[src/rtl/wb_arbiter_pkg.sv]
// Shared types and sizes for the writeback arbiter slice.
package wb_arbiter_pkg;

    localparam int REG_W    = 32;
    localparam int REGNUM_W = 5;
    localparam int NUM_REGS = 32;

    typedef struct packed {
        logic [REGNUM_W-1:0] rd;
        logic [REG_W-1:0]    data;
    } wb_entry;

    typedef enum logic [1:0] {
        SRC_NONE,
        SRC_ALU,
        SRC_FIFO
    } wb_src_e;

endpackage

[src/rtl/wb_arbiter_if.sv]
// Result, reservation, hazard and regfile-write signals around the arbiter.
interface wb_arbiter_if;
    import wb_arbiter_pkg::*;

    logic                alu_valid;
    logic [REGNUM_W-1:0] alu_rd;
    logic [REG_W-1:0]    alu_data;
    logic                ld_valid;
    logic [REGNUM_W-1:0] ld_rd;
    logic [REG_W-1:0]    ld_data;
    logic                ld_ready;
    logic                md_valid;
    logic [REGNUM_W-1:0] md_rd;
    logic [REG_W-1:0]    md_data;
    logic                md_ready;
    logic                mark_valid;
    logic [REGNUM_W-1:0] mark_rd;
    logic [REGNUM_W-1:0] rs_num;
    logic [REGNUM_W-1:0] rt_num;
    logic                rs_busy;
    logic                rt_busy;
    logic [REGNUM_W-1:0] rd_num;
    logic [REG_W-1:0]    rd_data;
    logic                rd_we;
    logic                halted;
    logic                drain_done;
    logic                waw_err;

    modport slave (
        input  alu_valid, alu_rd, alu_data,
        input  ld_valid, ld_rd, ld_data,
        output ld_ready,
        input  md_valid, md_rd, md_data,
        output md_ready,
        input  mark_valid, mark_rd, rs_num, rt_num,
        output rs_busy, rt_busy,
        output rd_num, rd_data, rd_we,
        input  halted,
        output drain_done, waw_err
    );

    modport master (
        output alu_valid, alu_rd, alu_data,
        output ld_valid, ld_rd, ld_data,
        input  ld_ready,
        output md_valid, md_rd, md_data,
        input  md_ready,
        output mark_valid, mark_rd, rs_num, rt_num,
        input  rs_busy, rt_busy,
        input  rd_num, rd_data, rd_we,
        output halted,
        input  drain_done, waw_err
    );

endinterface

[src/rtl/wb_fifo.sv]
// Deferred-result queue: up to two pushes (a before b) and one pop per cycle.
module wb_fifo
    import wb_arbiter_pkg::*;
#(
    parameter int DEPTH = 4
) (
    input  logic                   clk,
    input  logic                   rst_b,
    input  logic                   push_a,
    input  wb_entry                entry_a,
    input  logic                   push_b,
    input  wb_entry                entry_b,
    input  logic                   pop,
    output wb_entry                head,
    output logic [$clog2(DEPTH):0] count
);

    localparam int PW = $clog2(DEPTH);
    localparam int CW = PW + 1;

    wb_entry       mem [DEPTH];
    logic [PW-1:0] wr_ptr;
    logic [PW-1:0] rd_ptr;
    logic [PW-1:0] wr_ptr_b;
    logic [CW-1:0] n_push;

    // b lands behind a when both push, otherwise in a's slot
    assign wr_ptr_b = push_a ? wr_ptr + PW'(1) : wr_ptr;
    assign n_push   = CW'(push_a) + CW'(push_b);
    assign head     = mem[rd_ptr];

    always_ff @(posedge clk) begin
        if (push_a) mem[wr_ptr]   <= entry_a;
        if (push_b) mem[wr_ptr_b] <= entry_b;
    end

    // pointer wrap relies on DEPTH being a power of two
    always_ff @(posedge clk or negedge rst_b) begin
        if (!rst_b) begin
            wr_ptr <= '0;
            rd_ptr <= '0;
            count  <= '0;
        end else begin
            wr_ptr <= wr_ptr + PW'(n_push);
            rd_ptr <= rd_ptr + PW'(pop);
            count  <= count + n_push - CW'(pop);
        end
    end

endmodule

[src/rtl/wb_arbiter.sv]
// Writeback arbiter: ALU results win, load/mult-div results queue behind them,
// and a busy scoreboard tracks outstanding destination registers.
module wb_arbiter
    import wb_arbiter_pkg::*;
#(
    parameter int FIFO_DEPTH = 4
) (
    input logic         clk,
    input logic         rst_b,
    wb_arbiter_if.slave bus
);

    localparam int            CW     = $clog2(FIFO_DEPTH) + 1;
    localparam logic [CW-1:0] CNT_M1 = CW'(FIFO_DEPTH - 1);
    localparam logic [CW-1:0] CNT_M2 = CW'(FIFO_DEPTH - 2);

    logic [CW-1:0]       fifo_count;
    logic                fifo_empty;
    wb_entry             head;
    wb_entry             ld_entry;
    wb_entry             md_entry;
    logic                ld_push;
    logic                md_push;
    logic                pop;
    wb_src_e             src;
    logic [NUM_REGS-1:0] busy;
    logic [NUM_REGS-1:0] busy_nxt;
    logic                rd_we_q;
    logic [REGNUM_W-1:0] rd_num_q;
    logic [REG_W-1:0]    rd_data_q;
    logic                waw_q;
    logic                drain_q;

    assign fifo_empty = (fifo_count == '0);

    // Readies look only at the registered count; mult/div also needs a free
    // slot when no load competes, so the queue can never overfill.
    assign bus.ld_ready = (fifo_count <= CNT_M1);
    assign bus.md_ready = (fifo_count <= CNT_M2) || (!bus.ld_valid && (fifo_count <= CNT_M1));

    // rd==0 results complete the handshake but are dropped here
    assign ld_push  = bus.ld_valid && bus.ld_ready && (bus.ld_rd != '0);
    assign md_push  = bus.md_valid && bus.md_ready && (bus.md_rd != '0);
    assign ld_entry = '{rd: bus.ld_rd, data: bus.ld_data};
    assign md_entry = '{rd: bus.md_rd, data: bus.md_data};

    always_comb begin
        src = SRC_NONE;
        if (bus.alu_valid && (bus.alu_rd != '0)) src = SRC_ALU;
        else if (!fifo_empty)                    src = SRC_FIFO;
    end

    assign pop = (src == SRC_FIFO);

    wb_fifo #(.DEPTH(FIFO_DEPTH)) u_fifo (
        .clk     (clk),
        .rst_b   (rst_b),
        .push_a  (ld_push),
        .entry_a (ld_entry),
        .push_b  (md_push),
        .entry_b (md_entry),
        .pop     (pop),
        .head    (head),
        .count   (fifo_count)
    );

    always_ff @(posedge clk or negedge rst_b) begin
        if (!rst_b) begin
            rd_we_q   <= 1'b0;
            rd_num_q  <= '0;
            rd_data_q <= '0;
        end else begin
            rd_we_q <= (src != SRC_NONE);
            unique case (src)
                SRC_ALU: begin
                    rd_num_q  <= bus.alu_rd;
                    rd_data_q <= bus.alu_data;
                end
                SRC_FIFO: begin
                    rd_num_q  <= head.rd;
                    rd_data_q <= head.data;
                end
                default: ;
            endcase
        end
    end

    // set after clear so a same-cycle reservation survives the write
    always_comb begin
        busy_nxt = busy;
        if (rd_we_q) busy_nxt[rd_num_q] = 1'b0;
        if (bus.mark_valid && (bus.mark_rd != '0)) busy_nxt[bus.mark_rd] = 1'b1;
    end

    always_ff @(posedge clk or negedge rst_b) begin
        if (!rst_b) begin
            busy    <= '0;
            waw_q   <= 1'b0;
            drain_q <= 1'b0;
        end else begin
            busy <= busy_nxt;
            if (bus.mark_valid && (bus.mark_rd != '0) && busy[bus.mark_rd]) waw_q <= 1'b1;
            if (!bus.halted)
                drain_q <= 1'b0;
            else if (fifo_empty && (busy == '0) && !bus.alu_valid && !rd_we_q)
                drain_q <= 1'b1;
        end
    end

    assign bus.rs_busy    = busy[bus.rs_num];
    assign bus.rt_busy    = busy[bus.rt_num];
    assign bus.rd_we      = rd_we_q;
    assign bus.rd_num     = rd_num_q;
    assign bus.rd_data    = rd_data_q;
    assign bus.waw_err    = waw_q;
    assign bus.drain_done = drain_q;

endmodule

[src/flat_wrapper.sv]
// flat-port wrapper written by rule: the top's interface ports become plain ports
module wb_arbiter_flat import wb_arbiter_pkg::*;
#(
    parameter int FIFO_DEPTH = 4
)
  (clk, rst_b, bus_alu_valid, bus_alu_rd, bus_alu_data, bus_ld_valid, bus_ld_rd, bus_ld_data, bus_ld_ready, bus_md_valid, bus_md_rd, bus_md_data, bus_md_ready, bus_mark_valid, bus_mark_rd, bus_rs_num, bus_rt_num, bus_rs_busy, bus_rt_busy, bus_rd_num, bus_rd_data, bus_rd_we, bus_halted, bus_drain_done, bus_waw_err);
  wb_arbiter_if bus_i ();
  input logic clk;
  input logic rst_b;
  input wire logic [$bits(bus_i.alu_valid)-1:0] bus_alu_valid;
  input wire logic [$bits(bus_i.alu_rd)-1:0] bus_alu_rd;
  input wire logic [$bits(bus_i.alu_data)-1:0] bus_alu_data;
  input wire logic [$bits(bus_i.ld_valid)-1:0] bus_ld_valid;
  input wire logic [$bits(bus_i.ld_rd)-1:0] bus_ld_rd;
  input wire logic [$bits(bus_i.ld_data)-1:0] bus_ld_data;
  output wire logic [$bits(bus_i.ld_ready)-1:0] bus_ld_ready;
  input wire logic [$bits(bus_i.md_valid)-1:0] bus_md_valid;
  input wire logic [$bits(bus_i.md_rd)-1:0] bus_md_rd;
  input wire logic [$bits(bus_i.md_data)-1:0] bus_md_data;
  output wire logic [$bits(bus_i.md_ready)-1:0] bus_md_ready;
  input wire logic [$bits(bus_i.mark_valid)-1:0] bus_mark_valid;
  input wire logic [$bits(bus_i.mark_rd)-1:0] bus_mark_rd;
  input wire logic [$bits(bus_i.rs_num)-1:0] bus_rs_num;
  input wire logic [$bits(bus_i.rt_num)-1:0] bus_rt_num;
  output wire logic [$bits(bus_i.rs_busy)-1:0] bus_rs_busy;
  output wire logic [$bits(bus_i.rt_busy)-1:0] bus_rt_busy;
  output wire logic [$bits(bus_i.rd_num)-1:0] bus_rd_num;
  output wire logic [$bits(bus_i.rd_data)-1:0] bus_rd_data;
  output wire logic [$bits(bus_i.rd_we)-1:0] bus_rd_we;
  input wire logic [$bits(bus_i.halted)-1:0] bus_halted;
  output wire logic [$bits(bus_i.drain_done)-1:0] bus_drain_done;
  output wire logic [$bits(bus_i.waw_err)-1:0] bus_waw_err;
  assign bus_i.alu_valid = bus_alu_valid;
  assign bus_i.alu_rd = bus_alu_rd;
  assign bus_i.alu_data = bus_alu_data;
  assign bus_i.ld_valid = bus_ld_valid;
  assign bus_i.ld_rd = bus_ld_rd;
  assign bus_i.ld_data = bus_ld_data;
  assign bus_ld_ready = bus_i.ld_ready;
  assign bus_i.md_valid = bus_md_valid;
  assign bus_i.md_rd = bus_md_rd;
  assign bus_i.md_data = bus_md_data;
  assign bus_md_ready = bus_i.md_ready;
  assign bus_i.mark_valid = bus_mark_valid;
  assign bus_i.mark_rd = bus_mark_rd;
  assign bus_i.rs_num = bus_rs_num;
  assign bus_i.rt_num = bus_rt_num;
  assign bus_rs_busy = bus_i.rs_busy;
  assign bus_rt_busy = bus_i.rt_busy;
  assign bus_rd_num = bus_i.rd_num;
  assign bus_rd_data = bus_i.rd_data;
  assign bus_rd_we = bus_i.rd_we;
  assign bus_i.halted = bus_halted;
  assign bus_drain_done = bus_i.drain_done;
  assign bus_waw_err = bus_i.waw_err;
  wb_arbiter #(.FIFO_DEPTH(FIFO_DEPTH)) u_core (.clk(clk), .rst_b(rst_b), .bus(bus_i));
endmodule
[config.mk]
export PLATFORM = sky130hd
export DESIGN_NAME = wb_arbiter_flat
export DESIGN_NICKNAME = d
export VERILOG_FILES = /design/src/rtl/wb_arbiter_pkg.sv /design/src/rtl/wb_arbiter_if.sv /design/src/rtl/wb_fifo.sv /design/src/rtl/wb_arbiter.sv /design/src/flat_wrapper.sv
export SDC_FILE = /design/constraint.sdc
export NUM_CORES = 1
export LEC_CHECK = 0
export BUFFER_PORTS_ARGS = -buffer_cell sky130_fd_sc_hd__buf_2
export CORE_UTILIZATION = 45
export CTS_CLUSTER_DIAMETER = 30
export DETAILED_ROUTE_END_ITERATION = 12
export PLACE_DENSITY_LB_ADDON = 0.3
export SYNTH_ARGS = -nofsm -noshare
export SYNTH_HDL_FRONTEND = slang
export SYNTH_HIERARCHICAL = 1
export SYNTH_SLANG_ARGS = --single-unit
export TNS_END_PERCENT = 20
[constraint.sdc]
create_clock -name clk -period 3.8 [get_ports clk]
set_clock_uncertainty 0.05 [all_clocks]
set_input_delay 0.57 -clock clk [delete_from_list [all_inputs] [get_ports clk]]
set_output_delay 0.57 -clock clk [all_outputs]
set_load 0.05 [all_outputs]
Word level (Yosys, flattened, before mapping):

Memory sizes are Yosys's and may differ from the RTL's.
Index checks and enable logic that the tools add are counted.

* flip-flop bits (word level): 79
* bits in latches: 0
* bits in writable memories: 148
* memory bits (read-only): 0
* input bits: 133
* output and inout port bits: 44
* word-level logic and storage cells: 78
* memories: 1

Memory list
* u_core.u_fifo.mem: words 4, width 37, read ports 1, clocked after Yosys merged registers in 0, wr ports 2, RTL line wb_fifo.sv:21 `wb_entry mem [DEPTH];`

* add/sub/neg operators: 6
* multipliers: 0
* divide/modulo/power cells: 0
* order comparisons: 8
* equality and inequality tests: 3
* shift-type cells: 0
* mux-type cells: 23
* bitwise operators: 3
* reduce and logical (&&, ||, !) cells: 25

Operators by type and width (count)
* 32-bit two-way mux: 2
* 32-bit one-hot mux with 2 select lines: 1
* 32-bit bitwise AND: 1
* 32-bit zero test: 1
* 32-bit NOT: 1
* 32-bit bitwise OR: 1
* 5-bit by 6-bit less-than comparator with 1-bit output, second input constant: 4
* 5-bit nonzero test: 4
* 1-bit binary-select mux with 5-bit select: 3
* 1-bit logical AND: 13
* 1-bit two-way mux: 11
* 1-bit demux with 5-bit select: 2
* 5-bit by 1-bit greater-or-equal comparator with 1-bit output, second input constant: 2
* 5-bit one-hot mux with 2 select lines: 1
* 3-bit by 2-bit less-or-equal comparator with 1-bit output, second input constant: 2
* 2-bit two-way mux: 3
* 2-bit nonzero test: 2
* 3-bit by 2-bit adder with 3-bit output: 1
* 1-bit zero test: 3
* 3-bit zero test: 1
* 3-bit by 1-bit subtractor with 3-bit output: 1
* 1-bit by 1-bit adder with 2-bit output: 1
* 2-bit by 1-bit adder with 2-bit output: 1
* 2-bit by 1-bit adder with 2-bit output, second input constant: 1
* other kinds (5): 5

Longest topological paths before layout:

Gate-level depths: netlist of run 1.

* depth after elaboration: 9
* gate-level depth with buffers: 8
* mapped depth without buffers: 8

Hierarchy:

The synthesis of run 1 kept the hierarchy.

Modules (own cells, without submodules)
* wb_fifo: instances 1, cells each 406, area each 7764.9 µm², seq. area each 4619.4 µm²
* wb_arbiter: instances 1, cells each 372, area each 3987.6 µm², seq. area each 1801.7 µm²

Least setup slack after synthesis of run 1:

OpenSTA, ideal clock, no wires.

* path type: in2reg
* start point: in bus_ld_valid
* end point: mem u_core/u_fifo/mem[2][0] (netlist bit), enable pin
* setup time: 0.393 ns
* data arrival time: 3.277 ns
* data required time: 3.357 ns
* path slack: 0.080 ns
* stages: 7
* buffers on the path: 2
* cell sequence: a31oi_1 -> o311a_1 -> nand2_2 -> o31ai_2 -> buf_4 -> buf_6 -> a21o_1

RTL lines
* start: declaration: RTL line flat_wrapper.sv:13 `input wire logic [$bits(bus_i.ld_valid)-1:0] bus_ld_valid;`
* end: declaration: RTL line wb_fifo.sv:21

Worst setup path after layout of run 1:

* start point: reg u_core.busy[21]
* end point: out bus_rt_busy

* cells in the longest elaborated chain, start to end: 2

RTL lines
* start: declaration: RTL line wb_arbiter.sv:26 `logic [NUM_REGS-1:0] busy;`
* start signal: assignment: RTL line wb_arbiter.sv:101 `busy <= busy_nxt;`
* 1-bit binary-select mux with 5-bit select: RTL line wb_arbiter.sv:111 `assign bus.rt_busy = busy[bus.rt_num];`
* 1-bit two-way mux (implied by the code): RTL line wb_arbiter.sv:111
* end: declaration: RTL line flat_wrapper.sv:26 `output wire logic [$bits(bus_i.rt_busy)-1:0] bus_rt_busy;`

No other way between the ends. The select of a mux whose other input is x is not followed.

==> run_results.csv, run 1 <==
group,metric,value,unit
run,max_cap_viol_count,0,
power,vdd_drop_max,0.4954,mV
sta,hold_viol,0,
cts,holdBufCountCts,0,
sta,worst_pin_slew,901.1,ps
cts,cts_setup_buffers,0,
cts,cts_max_path_buffers,3,
floorplan,ios,177,
finish,nets,1120,
worst_setup_path,crit_slowest_cell,"mux4_2",
global_route,grt_max_degree,74,
sta,period_share,80.13,%
sta,fin_setup_tns,0,ps
logic_synthesis,ys_types,49,
cts,cts_sinks,227,
power,p_leak,5.728,nW
finish,nFillCells,2014,
placement,place.gp.congestion,0.8858,
worst_setup_path,crit_buf_inv,1,
finish,final_util,58.35,%
cts,clk_pin_slew,50,ps
floorplan,die_w,163.6,µm
worst_setup_path,crit_path_max_incr_delay,490,ps
worst_setup_path,arrival,2430,ps
cts,cts_root_buf,"clkbuf_16",
global_route,grt-ovfl-total,0,
floorplan,initial_core_util,46.27,%
floorplan,die_h,163.6,µm
drt,drt_iter0_drc,435,
sta,min_period,3045,ps
global_route,grt_pass1_wl,44770,µm
sta,setup_viol,0,
drt,firstDrtPassIters,5,
worst_setup_path,critPathMaxFanout,5,
floorplan,core,0.02540,mm²
worst_setup_path,crit_chain,"mux4_2 -> mux4_2 -> mux2_2 -> buf_2",
finish,drive_gt1_share,44.71,%
outcome,status,"complete, no violations",
cts,worstSkewPairLatency,550,ps
worst_setup_path,crit_top_cell,"mux4_2",
worst_setup_path,critPathTopFamily,"multiplexers",
worst_setup_path,cp-end-kind,"output pin",
worst_hold_path,worstHoldPathType,"input pin to async pin",
drt,wl_per_cell,21.65,µm
drt,dr_total_vias,7645,
cts,cts_tree,"built",
logic_synthesis,syn_nets,920,
logic_synthesis,yosysWarnings,6,
sta,slew_violations,0,
worst_setup_path,worstPathRequired,3180,ps
logic_synthesis,synth_area_leader_cell,"edfxtp_1",
logic_synthesis,syn_area,0.01175,mm²
floorplan,fp-row-count,58,
logic_synthesis,ys_ff_latch,227,
worst_setup_path,crit_path_start_kind,"flop",
sta,relSlewSlack,39.93,%
logic_synthesis,synth_top_flop_cell,"edfxtp_1",
cts,h-tree-depth,2,
power,cellPowerDensity,865.8,mW/mm²
logic_synthesis,seq_area_frac_synth,54.64,%
finish,area_growth,26.12,%
worst_setup_path,worst-setup-path-type,"flop to output pin",
logic_synthesis,syn_inst,778,
placement,dpl.hpwl,18790,µm
logic_synthesis,synthArstFlopShare,34.80,%
drt,vias_per_cell,5.659,
logic_synthesis,syn_avg_cell_area,15.11,µm²
cts,ctsResizeCount,0,
logic_synthesis,synth_area_leaders,"edfxtp_1 38%, dfrtp_1 17%, mux4_2 11%",
sta,rsz0062_at_grt,"false",
drt,drc,0,
drt,wl,29250,µm
logic_synthesis,synth_edf_count,148,
global_route,antenna_found_initial,1,
floorplan,die_area,0.02677,mm²
cts,cts_buffers,50,
global_route,grt_pass1_vias,7822,
global_route,grt_usage,22.24,%
sta,fmax,328.4,MHz
logic_synthesis,synth.top_cell.area_share,37.82,%
drt,drtAntennaViolNets,0,
placement,port_buffers,176,
## layer usage
metal / wire length [µm] / vias up / global-route usage, %
li1: - / 3495 / -
met1: 12600 / 3837 / 29.85
met2: 14200 / 273 / 36.19
met3: 2008 / 40 / 5.130
met4: 440 / 0 / 6.103
met5: 0 / - / 0
## report_power, final
group / internal, W / leakage, nW / switching, W
Combinational: 0.00172 / 2.59 / 0.00235
Sequential: 0.00357 / 2.27 / 0.000621
Clock: 0.00317 / 0.877 / 0.00140
Total: 0.00846 / 5.73 / 0.00437
## worst reg2reg max path: stages, from the launching register on
cell     delay [ps]
dfrtp_1         620
inv_2           120
ha_1            370
and3b_1         230
o21ai_4         310
buf_12          300
mux2_2          390
## final cells by class
type | count | area (µm²) | share of cell area, %
tap | 330 | 412.9 | 2.786
clock buffer | 67 | 1418 | 9.564
multi-input combinational | 495 | 5066 | 34.18
sequential | 227 | 6424 | 43.34
clock inverter | 27 | 406.6 | 2.744
inverter | 7 | 26.28 | 0.1773
antenna | 1 | 2.502 | 0.01688
timing repair buffer | 197 | 1066 | 7.192
## logic make-up after synthesis
group,after synthesis,synth area share [%]
xor+xnor,7,0.5217
flops,227,54.64
simple gates,102,4.620
buf+inv,56,2.800
fa+ha+maj,9,1.022
compound gates,121,5.664
mux,256,30.74
## stage by stage
| step | total power (W) | cells | cell area (µm²) | setup slack, ps | hold slack [ps] |
|---|---|---|---|---|---|
| after floorplan | 0.007078 | 778 | 11750 | 79.71 | 224.4 |
| after global placement | 0.008228 | 1256 | 13000 | 645.4 | 421.3 |
| after detailed placement | 0.008313 | 1256 | 13000 | 593.6 | 433.5 |
| after CTS | 0.01293 | 1350 | 14820 | 745.9 | 147.2 |
| after global routing | 0.01340 | 1351 | 14820 | 688.2 | 156.7 |
| final | 0.01283 | 1351 | 14820 | 755.0 | 104.7 |
## cell usage in the layout, fill, tap and decap left out, types with 8 or more instances in the layout
cell type / n
buf_2: 175
mux2_2: 64
edfxtp_1: 148
mux4_2: 60
buf_4: 20
nor2_1: 42
mux2_1: 59
dfrtp_1: 77
ha_1: 8
clkbuf_1: 9
mux2i_1: 44
o21ai_0: 63
a21oi_1: 37
clkbuf_16: 52
nand3b_1: 10
mux2_4: 29
bufinv_16: 8
nor4_1: 8
nand2_1: 8
## flip-flops by register name (all words and copies together) (netlist names)
register               count
u_core/bus.rd_we           1
u_core/bus.waw_err         1
u_core/u_fifo/wr_ptr       2
u_core/busy               32
u_core/u_fifo/count        3
u_core/u_fifo/mem        148
u_core/bus.rd_data        32
u_core/u_fifo/rd_ptr       2
u_core/bus.rd_num          5
u_core/bus.drain_done      1
## cells in the mapped netlist, types with 3 or more instances
master    instances
o21ai_1           3
a21oi_1          37
nand2_1          10
edfxtp_1        148
nand4_1           3
or3b_2            5
mux2_4           29
mux2i_1          44
mux2_1           59
ha_1              8
or3_1             4
nor4_1            8
nor2b_1           4
buf_4             5
xnor2_1           3
o21ai_0          63
buf_6            10
nor2_1           42
mux2_2           64
xor2_1            4
mux4_2           60
inv_1             6
clkbuf_1         12
buf_2            20
nand3b_1         10
nand3_1           5
dfrtp_1          79
## final timing paths
check,start,endpoint,slack (ps),cells after the start
worst min register to register,u_core/bus.drain_done$_DFFE_PN0P_,u_core/bus.drain_done$_DFFE_PN0P_,430,1
worst max register to register,u_core/u_fifo/wr_ptr[0]$_DFF_PN0_,u_core/u_fifo/mem[0][9]$_DFFE_PP_,1170,6
max in group asynchronous,rst_b,u_core/bus.rd_data[12]$_DFFE_PN0P_,2770,2
worst max-delay path,u_core/busy[21]$_DFF_PN0_,bus_rt_busy,750,4
min in group clk,bus_halted,u_core/bus.drain_done$_DFFE_PN0P_,190,2
worst min-delay path,rst_b,u_core/bus.rd_num[4]$_DFFE_PN0P_,100,1
Note: power is estimated with default switching activity, not from simulation.
==> inputs of run 2 (changes only) <==
Clock period 3.8 ns to 2.85 ns, I/O delays scaled along.
==> run 2 against run 1 <==
Register-to-register slack lost 760 ps; cell count grew 2.5%; non-clock buffer count grew 33; combinational power grew 47%.
==> run_results.csv, run 2 (synthesis gave the netlist of run 1 again) <==
group,metric,value,unit
power,cellPowerDensity,1154,mW/mm²
cts,cts_root_buf,"clkbuf_16",
placement,dpl_cell_area,0.01319,mm²
placement,dpl.hpwl,19290,µm
finish,area_growth,29.29,%
worst_setup_path,r2r_slack,410,ps
finish,drive_gt1_share,47.34,%
worst_setup_path,arrival,2370,ps
drt,drtAntennaViolNets,0,
cts,cts_sinks,227,
sta,fmax,351.0,MHz
sta,period_share,99.98,%
floorplan,die_area,0.02677,mm²
worst_setup_path,worstPathRequired,2370,ps
global_route,antenna_found_initial,2,
worst_setup_path,r2r_start,"u_core/u_fifo/count[1]$_DFF_PN0_",
floorplan,initial_core_util,46.27,%
sta,rsz0062_at_grt,"true",
sta,min_period,2849,ps
global_route,grt_pass1_wl,44990,µm
cts,worstSkewPairLatency,540,ps
placement,dp_cells,1268,
run,max_cap_viol_count,0,
placement,place.gp.congestion,0.8711,
cts,h-tree-depth,2,
sta,hold_viol,0,
worst_setup_path,rr_endpoint,"u_core/u_fifo/mem[3][28]$_DFFE_PP_",
placement,port_buffers,176,
worst_hold_path,whs_endpoint,"u_core/bus.drain_done$_DFFE_PN0P_",
outcome,status,"complete, no violations",
finish,final_common_cell,"buf_2",
global_route,grt_pass1_vias,8022,
floorplan,core,0.02540,mm²
worst_setup_path,crit_path_start_kind,"flop",
power,p_leak,5.929,nW
drt,drt_iter0_drc,497,
drt,dr_total_vias,7848,
finish,largest-register,"u_core/u_fifo/mem",
drt,firstDrtPassIters,5,
finish,design_area,0.01519,mm²
worst_setup_path,reg2reg_depth,7,
cts,cts_tree,"built",
floorplan,die_w,163.6,µm
floorplan,fp-row-count,58,
finish,fin_cells,1385,
finish,nets,1154,
global_route,grt-ovfl-total,0,
sta,worst_pin_slew,788.7,ps
worst_hold_path,worstHoldStart,"bus_halted",
global_route,grt_usage,22.35,%
drt,wl,29380,µm
floorplan,die_h,163.6,µm
sta,setup_viol,0,
sta,relSlewSlack,47.42,%
cts,cts_buffers,51,
drt,wl_per_cell,21.21,µm
cts,cts_max_path_buffers,3,
finish,layout_common_cells,"173 x buf_2, 148 x edfxtp_1, 69 x dfrtp_1, 63 x o21ai_0, 63 x mux2_2",
global_route,grt_max_degree,74,
worst_setup_path,cp-end-kind,"output pin",
cts,clk_pin_slew,40,ps
worst_hold_path,min_delay_path_depth,2,
worst_hold_path,worstHoldPathType,"input pin to flop",
drt,drc,0,
drt,vias_per_cell,5.666,
floorplan,ios,177,
sta,slew_violations,0,
finish,largest_register_ffs,148,
power,vdd_drop_max,0.6037,mV
worst_setup_path,critPathMaxFanout,5,
worst_setup_path,worst-setup-path-type,"flop to output pin",
## run 2: stage by stage
| stage | hold slack, ps | util (%) | TNS, ps | total power [W] | worst slack (ps) |
|---|---|---|---|---|---|
| finish | 58.19 | 59.82 | 0 | 0.01753 | 0.5957 |
| global route | 64.35 | 59.82 | -38.34 | 0.01830 | -30.07 |
| CTS | 45.58 | 59.70 | 0 | 0.01761 | 0.5744 |
| detailed placement | 384.3 | 51.94 | 0 | 0.01128 | 18.02 |
| global placement | 382.1 | 51.94 | 0 | 0.01116 | 70.66 |
| floorplan | 81.91 | - | -15400 | 0.009440 | -225.6 |
## run 2: report_power, final
group	total, W	internal [W]	switching, W
Sequential	0.00550	0.00478	0.000724
Combinational	0.00600	0.00265	0.00335
Clock	0.00603	0.00423	0.00180
Total	0.0175	0.0117	0.00587
## run 2: worst max path at each step
stage          slack (ps)                            endpoint                 startpoint
4_1_cts               0.6                         bus_rs_busy   u_core/busy[2]$_DFF_PN0_
5_1_grt               -30                         bus_rs_busy  u_core/busy[19]$_DFF_PN0_
3_5_place_dp           20  u_core/u_fifo/mem[3][20]$_DFFE_PP_               bus_ld_rd[1]
2_1_floorplan        -230   u_core/u_fifo/mem[0][0]$_DFFE_PP_               bus_ld_rd[1]
3_3_place_gp           70  u_core/u_fifo/mem[3][17]$_DFFE_PP_               bus_ld_rd[1]
6_report              0.6                         bus_rs_busy  u_core/busy[29]$_DFF_PN0_
## run 2: repair_timing
| action | in CTS | in global routing |
|---|---|---|
| hold endpoints to repair | 29 | 0 |
| setup endpoints to repair | 2 | 2 |
| gates resized for setup | 9 | 5 |
| buffers inserted | 17 | 3 |
| hold buffers | 1 | 0 |
## run 2: layer usage
metal	global-route usage [%]	vias to the layer above	wire [µm]
met3	4.799	55	1639
li1	-	3569	-
met4	7.239	0	651
met2	37.63	242	14650
met5	0	-	0
met1	28.69	3982	12440
## run 2: cell type report
cell class	instances	area (µm²)
tap	330	412.9
sequential	227	6434
antenna	1	2.502
clock inverter	29	385.4
inverter	7	26.28
fill	2029	10200
clock buffer	66	1425
timing repair buffer	230	1433
multi-input combinational	495	5076
## run 2: worst max-delay path, stage by stage, from the launching register on
cell and delay [ps]:
dfrtp_1 430, mux4_2 490, mux4_2 480, mux2_4 280, buf_8 150
==> inputs of run 3 (changes only) <==
Settings changed: CELL_PAD_IN_SITES_DETAIL_PLACEMENT set to 1, CELL_PAD_IN_SITES_GLOBAL_PLACEMENT set to 1.
==> run 3 against run 2 <==
The run now ends with negative setup slack left; clock power is 4.3% higher; register-to-register slack worse by 260 ps; sequential share of layout area is essentially flat; critical path depth did not move; worst hold slack better by 1.7 ps; first-iteration DRC count down 3.8%; global-route usage grew 2.9 points; via count up 1.1%; combinational power decreased by 2%.
==> run_results.csv, run 3 (synthesis gave the netlist of run 1 again) <==
group,metric,value,unit
outcome,status,"complete, but fails checks",
outcome,violations,"negative setup slack",
floorplan,die_area,0.02677,mm²
sta,relSlewSlack,48.04,%
worst_setup_path,crit_path_start_kind,"flop",
cts,h-tree-depth,2,
drt,vias_per_cell,5.761,
finish,area_growth,29.19,%
sta,period_share,100.5,%
sta,fin_setup_tns,-14.11,ps
worst_setup_path,crit_chain,"mux4_2 -> mux4_2 -> mux2_4 -> buf_8",
sta,setup_viol,1,
floorplan,initial_core_util,46.27,%
drt,drc,0,
sta,hold_viol,0,
floorplan,core,0.02540,mm²
worst_setup_path,crit_slowest_cell,"mux4_2",
worst_setup_path,arrival,2390,ps
worst_setup_path,crit_path_max_incr_delay,490,ps
sta,worst_pin_slew,779.4,ps
placement,place_ws,-163.4,ps
global_route,grt_max_degree,74,
floorplan,die_w,163.6,µm
sta,slew_violations,0,
power,finalPower,0.01776,W
global_route,grt_pass1_vias,8770,
placement,port_buffers,176,
run,max_cap_viol_count,0,
sta,timing.final.ws_setup,-14.11,ps
cts,worstSkewPairLatency,540,ps
finish,largest-register,"u_core/u_fifo/mem",
global_route,grt_usage,25.29,%
finish,final_common_cell,"buf_2",
drt,dr_total_vias,7933,
power,p_leak,5.899,nW
global_route,antenna_found_initial,4,
worst_setup_path,crit_buf_inv,1,
drt,drt_iter0_drc,478,
worst_setup_path,r2r_slack,150,ps
placement,place.gp.congestion,0.8788,
finish,nets,1142,
cts,cts_buffers,52,
cts,cts_sinks,227,
global_route,grt-ovfl-total,0,
drt,wl_per_cell,24.03,µm
cts,cts_root_buf,"clkbuf_16",
sta,fmax,349.1,MHz
cts,cts_tree,"built",
global_route,grt_pass1_wl,50840,µm
cts,cts_max_path_buffers,3,
sta,rsz0062_at_grt,"true",
finish,nFillCells,2444,
worst_hold_path,worstHoldPathType,"input pin to flop",
floorplan,fp-row-count,58,
placement,dpl.hpwl,21040,µm
worst_setup_path,critPathTopFamily,"multiplexers",
cts,clk_pin_slew,50,ps
finish,largest_register_ffs,148,
power,cellPowerDensity,1170,mW/mm²
worst_setup_path,crit_top_cell,"mux4_2",
floorplan,ios,177,
drt,drtAntennaViolNets,0,
sta,min_period,2864,ps
worst_setup_path,worst-setup-path-type,"flop to output pin",
worst_setup_path,worstPathRequired,2370,ps
worst_setup_path,cp-end-kind,"output pin",
finish,drive_gt1_share,46.46,%
drt,firstDrtPassIters,5,
floorplan,die_h,163.6,µm
worst_setup_path,critPathMaxFanout,5,
finish,layout_common_cells,"173 x buf_2, 148 x edfxtp_1, 71 x dfrtp_1, 63 x o21ai_0, 63 x mux2_2",
drt,wl,33090,µm
power,vdd_drop_max,0.5761,mV
run 3: changes by cell type in the layout (fill, tap and decap cells not counted), moves of 3 or more:
cell	before	now
buf_4	44	30
clkinv_1	0	5
clkbuf_1	8	5
clkinv_4	3	6
run 3: cell type report:
| class | instances | area (µm²) | share of cell area (%) |
|---|---|---|---|
| timing repair buffer | 217 | 1348 | 8.875 |
| clock buffer | 62 | 1411 | 9.295 |
| clock inverter | 36 | 470.5 | 3.098 |
| sequential | 227 | 6431 | 42.36 |
| tap | 330 | 412.9 | 2.719 |
| multi-input combinational | 495 | 5076 | 33.43 |
| inverter | 7 | 26.28 | 0.1731 |
| antenna | 3 | 7.507 | 0.04944 |
run 3: worst paths after layout:
path | depth (start not counted) | endpoint | startpoint
max | 4 | bus_rt_busy | u_core/busy[23]$_DFF_PN0_
min | 2 | u_core/bus.drain_done$_DFFE_PN0P_ | bus_halted
max reg2reg | 7 | u_core/u_fifo/count[2]$_DFF_PN0_ | u_core/u_fifo/count[2]$_DFF_PN0_
min reg2reg | 1 | u_core/bus.drain_done$_DFFE_PN0P_ | u_core/bus.drain_done$_DFFE_PN0P_
max in group asynchronous | 3 | u_core/busy[27]$_DFF_PN0_ | rst_b
min in group asynchronous | 2 | u_core/busy[8]$_DFF_PN0_ | rst_b
run 3: per-layer routing:
metal	share of wire, %	vias up	track usage [%]
met5	0.039	-	0
met4	1.4	2	6.481
met3	6.1	42	5.739
met2	52	260	44.20
met1	41	4094	31.52
li1	-	3535	-
run 3: stage by stage:
| step | area, µm² | hold slack [ps] | instances | util [%] |
|---|---|---|---|---|
| floorplan | 11760 | 81.91 | 778 | - |
| global placement | 13230 | 420.5 | 1272 | 52.10 |
| detailed placement | 13230 | 435.0 | 1272 | 52.10 |
| CTS | 15150 | 39.42 | 1371 | 59.63 |
| global route | 15180 | 51.88 | 1375 | 59.76 |
| finish | 15180 | 59.91 | 1377 | 59.78 |
run 3: timing repair:
action,CTS,global route
endpoints found under the hold margin,46,0
endpoints found under the setup margin,2,2
gates resized for setup,6,6
hold buffers,1,0
buffers inserted,0,3
run 3: report_power, final:
part | switching (W) | leakage [nW] | internal, W
Clock | 0.00187 | 0.910 | 0.00442
Combinational | 0.00332 | 2.73 | 0.00255
Sequential | 0.000836 | 2.26 | 0.00477
Total | 0.00603 | 5.90 | 0.0117
